## src/rtl/queue_dispatcher_if.sv

```systemverilog
// Handshake bundle between the arbiter/input FIFOs, the dispatcher and the downstream consumer.
// The slave modport is the dispatcher's view; the master modport is the surrounding environment's view.
interface queue_dispatcher_if #(
   parameter int QUEUE_QUANTITY = 4,
   parameter int DATA_BITS      = 8,
   parameter int SEL_BITS       = 2
);
   logic [SEL_BITS-1:0]                 selector;
   logic                                out_enb;
   logic [QUEUE_QUANTITY-1:0]           buf_empty;
   logic [QUEUE_QUANTITY*DATA_BITS-1:0] fifo_data;
   logic [QUEUE_QUANTITY-1:0]           pop;
   logic [DATA_BITS-1:0]                data_out;
   logic [SEL_BITS-1:0]                 src_out;
   logic                                valid_out;
   logic                                ready_in;
   logic                                stall;
   logic                                err_empty;

   modport slave (
      input  selector, out_enb, buf_empty, fifo_data, ready_in,
      output pop, data_out, src_out, valid_out, stall, err_empty
   );

   modport master (
      output selector, out_enb, buf_empty, fifo_data, ready_in,
      input  pop, data_out, src_out, valid_out, stall, err_empty
   );
endinterface

```

## src/rtl/queue_dispatcher.sv

```systemverilog
// Converts arbiter grants into FIFO pops, captures the returned word one cycle later and
// presents it, tagged with its source queue, on a valid/ready port backed by a 2-entry buffer.
module queue_dispatcher #(
   parameter int QUEUE_QUANTITY = 4,
   parameter int DATA_BITS      = 8,
   parameter int SEL_BITS       = 2
) (
   input logic                clk,
   input logic                rst,
   input logic                enb,
   queue_dispatcher_if.slave  bus
);

   logic                 inflight;
   logic [SEL_BITS-1:0]  tag;
   logic [DATA_BITS-1:0] head_data;
   logic [SEL_BITS-1:0]  head_src;
   logic [DATA_BITS-1:0] tail_data;
   logic [SEL_BITS-1:0]  tail_src;
   logic [1:0]           buf_count;

   logic                 drain;
   logic [1:0]           occ;
   logic [1:0]           occ_after;
   logic                 room;
   logic                 grant;
   logic                 issue;
   logic                 empty_hit;
   logic [DATA_BITS-1:0] wr_data;

   assign drain     = (buf_count != 2'd0) && bus.ready_in;
   assign occ       = buf_count + {1'b0, inflight};
   assign occ_after = occ - {1'b0, drain};
   // Room counts the word already in flight, so it always has a slot when it lands.
   assign room      = (occ_after < 2'd2);
   assign grant     = rst && enb && bus.out_enb;
   assign issue     = grant && !bus.buf_empty[bus.selector] && room;
   assign empty_hit = grant && bus.buf_empty[bus.selector] && room;
   assign wr_data   = bus.fifo_data[int'(tag)*DATA_BITS +: DATA_BITS];

   always_comb begin
      bus.pop = '0;
      if (issue) begin
         bus.pop[bus.selector] = 1'b1;
      end
   end

   assign bus.stall     = !room;
   assign bus.valid_out = (buf_count != 2'd0);
   assign bus.data_out  = head_data;
   assign bus.src_out   = head_src;

   // Head/tail shift buffer: the head always drives the output port, so the output
   // order is the pop order and a write can coincide with a drain.
   always_ff @(posedge clk or negedge rst) begin
      if (!rst) begin
         inflight  <= 1'b0;
         tag       <= '0;
         head_data <= '0;
         head_src  <= '0;
         tail_data <= '0;
         tail_src  <= '0;
         buf_count <= 2'd0;
         bus.err_empty <= 1'b0;
      end else begin
         inflight      <= issue;
         bus.err_empty <= empty_hit;
         if (issue) begin
            tag <= bus.selector;
         end
         case ({inflight, drain})
            2'b10: begin
               if (buf_count == 2'd0) begin
                  head_data <= wr_data;
                  head_src  <= tag;
               end else begin
                  tail_data <= wr_data;
                  tail_src  <= tag;
               end
               buf_count <= buf_count + 2'd1;
            end
            2'b01: begin
               head_data <= tail_data;
               head_src  <= tail_src;
               buf_count <= buf_count - 2'd1;
            end
            2'b11: begin
               if (buf_count == 2'd1) begin
                  head_data <= wr_data;
                  head_src  <= tag;
               end else begin
                  head_data <= tail_data;
                  head_src  <= tail_src;
                  tail_data <= wr_data;
                  tail_src  <= tag;
               end
            end
            default: begin
            end
         endcase
      end
   end

endmodule

```

## src/flat_wrapper.sv

```systemverilog
// flat-port wrapper written by rule: the top's interface ports become plain ports
module queue_dispatcher_flat 
#(
   parameter int QUEUE_QUANTITY = 4,
   parameter int DATA_BITS      = 8,
   parameter int SEL_BITS       = 2
)
  (clk, rst, enb, bus_selector, bus_out_enb, bus_buf_empty, bus_fifo_data, bus_ready_in, bus_pop, bus_data_out, bus_src_out, bus_valid_out, bus_stall, bus_err_empty);
  queue_dispatcher_if #(.QUEUE_QUANTITY(QUEUE_QUANTITY), .DATA_BITS(DATA_BITS), .SEL_BITS(SEL_BITS)) bus_i ();
  input logic clk;
  input logic rst;
  input logic enb;
  input wire logic [$bits(bus_i.selector)-1:0] bus_selector;
  input wire logic [$bits(bus_i.out_enb)-1:0] bus_out_enb;
  input wire logic [$bits(bus_i.buf_empty)-1:0] bus_buf_empty;
  input wire logic [$bits(bus_i.fifo_data)-1:0] bus_fifo_data;
  input wire logic [$bits(bus_i.ready_in)-1:0] bus_ready_in;
  output wire logic [$bits(bus_i.pop)-1:0] bus_pop;
  output wire logic [$bits(bus_i.data_out)-1:0] bus_data_out;
  output wire logic [$bits(bus_i.src_out)-1:0] bus_src_out;
  output wire logic [$bits(bus_i.valid_out)-1:0] bus_valid_out;
  output wire logic [$bits(bus_i.stall)-1:0] bus_stall;
  output wire logic [$bits(bus_i.err_empty)-1:0] bus_err_empty;
  assign bus_i.selector = bus_selector;
  assign bus_i.out_enb = bus_out_enb;
  assign bus_i.buf_empty = bus_buf_empty;
  assign bus_i.fifo_data = bus_fifo_data;
  assign bus_i.ready_in = bus_ready_in;
  assign bus_pop = bus_i.pop;
  assign bus_data_out = bus_i.data_out;
  assign bus_src_out = bus_i.src_out;
  assign bus_valid_out = bus_i.valid_out;
  assign bus_stall = bus_i.stall;
  assign bus_err_empty = bus_i.err_empty;
  queue_dispatcher #(.QUEUE_QUANTITY(QUEUE_QUANTITY), .DATA_BITS(DATA_BITS), .SEL_BITS(SEL_BITS)) u_core (.clk(clk), .rst(rst), .enb(enb), .bus(bus_i));
endmodule
```

## config.mk

```make
export PLATFORM = sky130hd
export DESIGN_NAME = queue_dispatcher_flat
export DESIGN_NICKNAME = d
export VERILOG_FILES = /design/src/rtl/queue_dispatcher_if.sv /design/src/rtl/queue_dispatcher.sv /design/src/flat_wrapper.sv
export SDC_FILE = /design/constraint.sdc
export NUM_CORES = 1
export LEC_CHECK = 0
export ABC_AREA = 1
export BUFFER_PORTS_ARGS = -buffer_cell sky130_fd_sc_hd__clkbuf_2
export CAP_MARGIN = 20
export CORE_UTILIZATION = 49
export CTS_CLUSTER_SIZE = 14
export DETAILED_ROUTE_END_ITERATION = 16
export PLACE_DENSITY = 0.85
export SYNTH_ARGS = -nofsm -noshare
export SYNTH_HDL_FRONTEND = slang
export SYNTH_SLANG_ARGS = --single-unit
export TNS_END_PERCENT = 30
```

## constraint.sdc

```tcl
create_clock -name clk -period 2.47 [get_ports clk]
set_input_delay 0.1235 -clock clk [delete_from_list [all_inputs] [get_ports clk]]
set_output_delay 0.1235 -clock clk [all_outputs]
set_load 0.01 [all_outputs]
```

Word level (Yosys, flattened, before mapping)
Cells that the tools add are included. W data, S select, Z words.

Flip-flop bits (word level): 26. Bits in latches: 0. RAM bits: 0. ROM bits: 0. Input port bits: 43. Output and inout bits: 17. Logic and storage cells: 58. Memories: 0.

$add $sub $neg: 4. Multiply operators: 0. Div/mod/pow operators: 0. Order comparisons: 3. Eq/ne operators: 7. Shift operators: 1. Multiplexer cells: 18. Bitwise logic cells: 0. Reduce and logical (&&, ||, !) cells: 17.

Operators by type and width (count): $mux W8 (4); $shiftx A32 B6 Y8 (1); $pmux W8 S3 (1); $pmux W8 S2 (1); $logic_and A1 B1 Y1 (8); $mux W2 (4); $pmux W2 S2 (2); $pmux W2 S3 (1); $reduce_bool A2 Y1 (3); $eq A2 B1 Y1 const B (2); $eq A2 B2 Y1 const B (2); $mux W4 (1); $ne A2 B2 Y1 const B (2); $lt A2 B3 Y1 const B (1); $reduce_and A3 Y1 (1); $reduce_bool A3 Y1 (1); $add A2 B1 Y2 (1); $add A2 B1 Y2 const B (1); $bmux W1 S2 (1); $demux W1 S2 (1); $ge A2 B1 Y1 const B (1); $logic_not A1 Y1 (2); $logic_not A2 Y1 (1); $lt A2 B2 Y1 const B (1); 5 further kinds (6).

Longest topological paths before layout
Depth in word-level cells: 6. Depth in mapped cells: 11. Mapped depth without buffers: 11.

Worst setup path after synthesis
No wires, ideal clock.

Path type: register to output. From: register u_core.buf_count[0]. To: output bus_pop[2]. Data arrival time: 1.968 ns. Required time: 2.346 ns. Path slack: 0.379 ns. Stages on the path, launching flop included: 12. Buffers on the path: 0. Path through: dfrtp_1 > inv_1 > ha_1 > nor2_1 > ha_1 > inv_1 > nand2_1 > nand3_1 > nand2_1 > nor2_1 > nand3_1 > nor2_1.

Cells in the longest elaborated chain, start to end: 6.

RTL lines: from (decl) (line queue_dispatcher.sv:20) `logic [1:0] buf_count;`; from (signal assigned) (line queue_dispatcher.sv:80) `buf_count <= buf_count + 2'd1;`; from (signal assigned) (line queue_dispatcher.sv:85) `buf_count <= buf_count - 2'd1;`; branches (longest 2 deep; another with $add A2 B1 Y2); $sub A2 B1 Y2 (*) (line queue_dispatcher.sv:33) `assign occ_after = occ - {1'b0, drain};`; $lt A2 B2 Y1 (*) (line queue_dispatcher.sv:35) `assign room = (occ_after < 2'd2);`; $logic_and A1 B1 Y1 (*) (line queue_dispatcher.sv:37) `assign issue = grant && !bus.buf_empty[bus.selector] && room;`; $mux W4 (*) (line queue_dispatcher.sv:43) `if (issue) begin`; to (decl) (line flat_wrapper.sv:18) `output wire logic [$bits(bus_i.pop)-1:0] bus_pop;`.

Mark *: on every way between the ends.

Worst setup path in the final report
From: register u_core.buf_count[1]. To: output bus_pop[1].

Cells in the longest elaborated chain, start to end: 6.

RTL lines: branches (longest 2 deep; another with $add A2 B1 Y2); $sub A2 B1 Y2 (*) (line queue_dispatcher.sv:33); $lt A2 B2 Y1 (*) (line queue_dispatcher.sv:35); $logic_and A1 B1 Y1 (*) (line queue_dispatcher.sv:37); named net u_core.issue (line queue_dispatcher.sv:27) `logic issue;`; $mux W4 (*) (line queue_dispatcher.sv:43).

Mark *: on every way through the listed nets, which the timed path passes.

==> results_dict.tcl <==
set metrics [dict create \
    ys.flop_type "dfrtp_1" \
    synth_common_cells "nand2_1 (56), a21oi_1 (36), nand3_1 (30)" \
    p_leak_uw 0.00115 \
    slew_viol_final 0 \
    muxShareOfSynthArea 0 \
    ir_drop_v 0.000589 \
    clock_latency_ps 340 \
    post_dp_cell_area_um2 2000 \
    cts_tree "yes" \
    worstPathCellList "inv_2 -> ha_4 -> nor2_4 -> buf_6 -> ha_2 -> inv_1 -> nand2_1 -> nand3_1 -> nand3_2 -> nor2_4 -> inv_2 -> nor2_1 -> clkbuf_2" \
    fillers 273 \
    whs_ps 67.0 \
    critPathLaunchType "register" \
    dp_hpwl_um 2910 \
    critPathKind "register to output port" \
    cts_buffers 3 \
    synthesis.area_um2 1670 \
    totalWireLength_um 4110 \
    die_width_um 60.3 \
    fin_setup_tns_ps 0 \
    dieArea_um2 3640 \
    cap_violations 0 \
    synth_seq_cells 26 \
    start_util 0.532 \
    area_delta_synth_final_pct 28.4 \
    drc 0 \
    hp-class "input port to register" \
    multi_input_area_um2 900 \
    worst_pin_slew_ps 443 \
    status "completed" \
    syn_inst 233 \
    ios 60 \
    synth_fa_ha_area_frac 0.0526 \
    drt_iter0_markers 53 \
    cp-end-kind "output port" \
    max-slew-margin-rel 0.705 \
    antennaDiodeCount 0 \
    synth-compound-area-share 0.138 \
    crit_required_ps 2350 \
    cp_max_fo 5 \
    powerDensity_nw_per_um2 1060 \
    synth_top_cell_by_area "dfrtp_1" \
    hold_violations 0 \
    vias_per_cell 4.91 \
    synth_edf_count 0 \
    cts_sinks 26 \
    avgRoutedWirePerCell_um 12.0 \
    root_buffer "clkbuf_4" \
    numPortBuffers 59 \
    grt_max_degree 27 \
    grt_pass1_wl_um 6550 \
    antenna_found_initial 0 \
    finish.instance_area_um2 2140 \
    drive_gt1_frac 0.308 \
    timing.final.crit_share 0.942 \
    fp-row-count 20 \
    dr.pass1.iters 4 \
    grtUsageTotal 0.244 \
    min_period_ps 2330 \
    yosysSeqAreaShare 0.391 \
    yosysMostFrequentCell "nand2_1" \
    max_stage_delay_ps 440 \
    synthArstFlopShare 1.00 \
    syn-num-nets 283 \
    cp_slowest_cell "dfrtp_1" \
    grt-ovfl-total 0 \
    ant_nets 0 \
    arrival_ps 2200 \
    nNetsFinal 350 \
    syn_area_per_cell_um2 7.15 \
    synth_top_area_frac 0.391 \
    vias 1683 \
    skew_ps 6.20 \
    synthXorXnorAreaFrac 0.00526 \
    synth-simple-area-share 0.320 \
    h-tree-depth 1 \
    ys.warnings.count 0 \
    die_h_um 60.3 \
    synth.distinct_cells 23 \
    place.gp.congestion 0.828 \
    clk_pin_slew_ps 140 \
    fmax_ghz 0.430 \
    synth_top_family_by_area "simple AND/OR/NAND/NOR gates" \
    synthTopCellsByArea "dfrtp_1 (39%), nand2_1 (13%), a21oi_1 (11%), nand3_1 (9.0%), nor2_1 (6.3%)" \
    regArea_um2 651 \
    core_area_um2 3130 \
    grt_pass1_vias 1588 \
    ctsLongestPathBuffers 2 \
    setup_viol 0 \
]
-- power by group --
group | leakage (uW) | internal, uW | switching, uW | total, uW
Sequential | 0.000302 | 622 | 155 | 778
Clock | 0.0000279 | 164 | 132 | 297
Combinational | 0.000818 | 479 | 711 | 1190
-- layout by cell type, fill, tap and decap left out --
cell            n
inv_4           1
o21ai_0         5
dlygate4sd3_1   1
bufinv_16       1
ha_4            2
ha_1            4
nand3_2         2
nand3_1        29
a21oi_1        36
inv_1          20
ha_2            1
nor2_1         27
inv_2           5
dfrtp_1        26
nand2_1        56
nor2_4          3
buf_6           1
nand2_2         2
clkinv_1        1
clkbuf_4        3
xnor2_1         1
buf_4           8
o211ai_1        1
nand2_4         2
o21ai_2         1
clkbuf_2       59
a21oi_2         1
-- per-layer routing --
metal / up-vias / GRT usage / wire length [um]
li1: 882 / - / -
met1: 744 / 0.308 / 1850
met2: 53 / 0.411 / 2030
met3: 4 / 0.0325 / 182
met4: 0 / 0.113 / 50
met5: - / 0 / 0
-- flip-flops by register name, indices dropped and copies added, names as in the netlist --
name,flops
u_core.tail_data,8
u_core.bus.err_empty,1
u_core.bus.src_out,2
u_core.tail_src,2
u_core.buf_count,2
u_core.inflight,1
u_core.bus.data_out,8
u_core.tag,2
-- critical path: cells and delay by family (launching register included) --
family                     cells  cell delay [ps]
adders and majority gates      2              360
DFF                            1              440
buffers and inverters          5              480
and+or+nand+nor                6              580
-- final cells by class --
type                    instances  share of cell area
inverters                      27              0.0486
clock inverters                 1              0.0140
repair buffers                 69               0.176
flip-flops and latches         26               0.304
multi-input cells             173               0.421
well taps                      44              0.0257
clock buffers                   3              0.0105
-- worst paths after layout --
kind	to	depth (start not counted)	slack (ps)	from
setup / recovery	bus_pop[1]	13	140	u_core.buf_count[1]$_DFFE_PN0N_
hold / removal	u_core.tag[0]$_DFFE_PN0P_	3	70	bus_selector[0]
setup reg to reg	u_core.bus.data_out[2]$_DFFE_PN0P_	10	520	u_core.buf_count[1]$_DFFE_PN0N_
hold reg to reg	u_core.tail_src[1]$_DFFE_PN0P_	2	510	u_core.tail_src[1]$_DFFE_PN0P_
max in group asynchronous	u_core.buf_count[1]$_DFFE_PN0N_	3	1860	rst
min in group asynchronous	u_core.tag[0]$_DFFE_PN0P_	3	370	rst
-- metrics by stage --
| stage | utilization | power [uW] | setup slack [ps] | instances |
|---|---|---|---|---|
| final | 0.684 | 2260 | 142 | 343 |
| after floorplan | - | 1570 | 379 | 233 |
| after global routing | 0.684 | 2470 | -15.0 | 343 |
| after detailed placement | 0.640 | 1880 | 411 | 334 |
| after CTS | 0.660 | 2190 | 16.8 | 339 |
| after global placement | 0.640 | 1850 | 481 | 334 |
-- what timing repair did --
action / 4_1_cts / 5_1_grt
endpoints found under the setup margin: 0 / 4
hold endpoints to repair: 26 / 0
resized for setup: 0 / 9
buffers inserted: 0 / 4
hold buffers: 1 / 0
-- cells by family after synthesis --
logic type	Yosys count
buffers and inverters	34
adder cells (fa/ha/maj)	7
XOR/XNOR	1
AO/OA/AOI/OAI	44
flip-flops	26
AND/OR/NAND/NOR	121
Power figures use the tool's default switching activity.
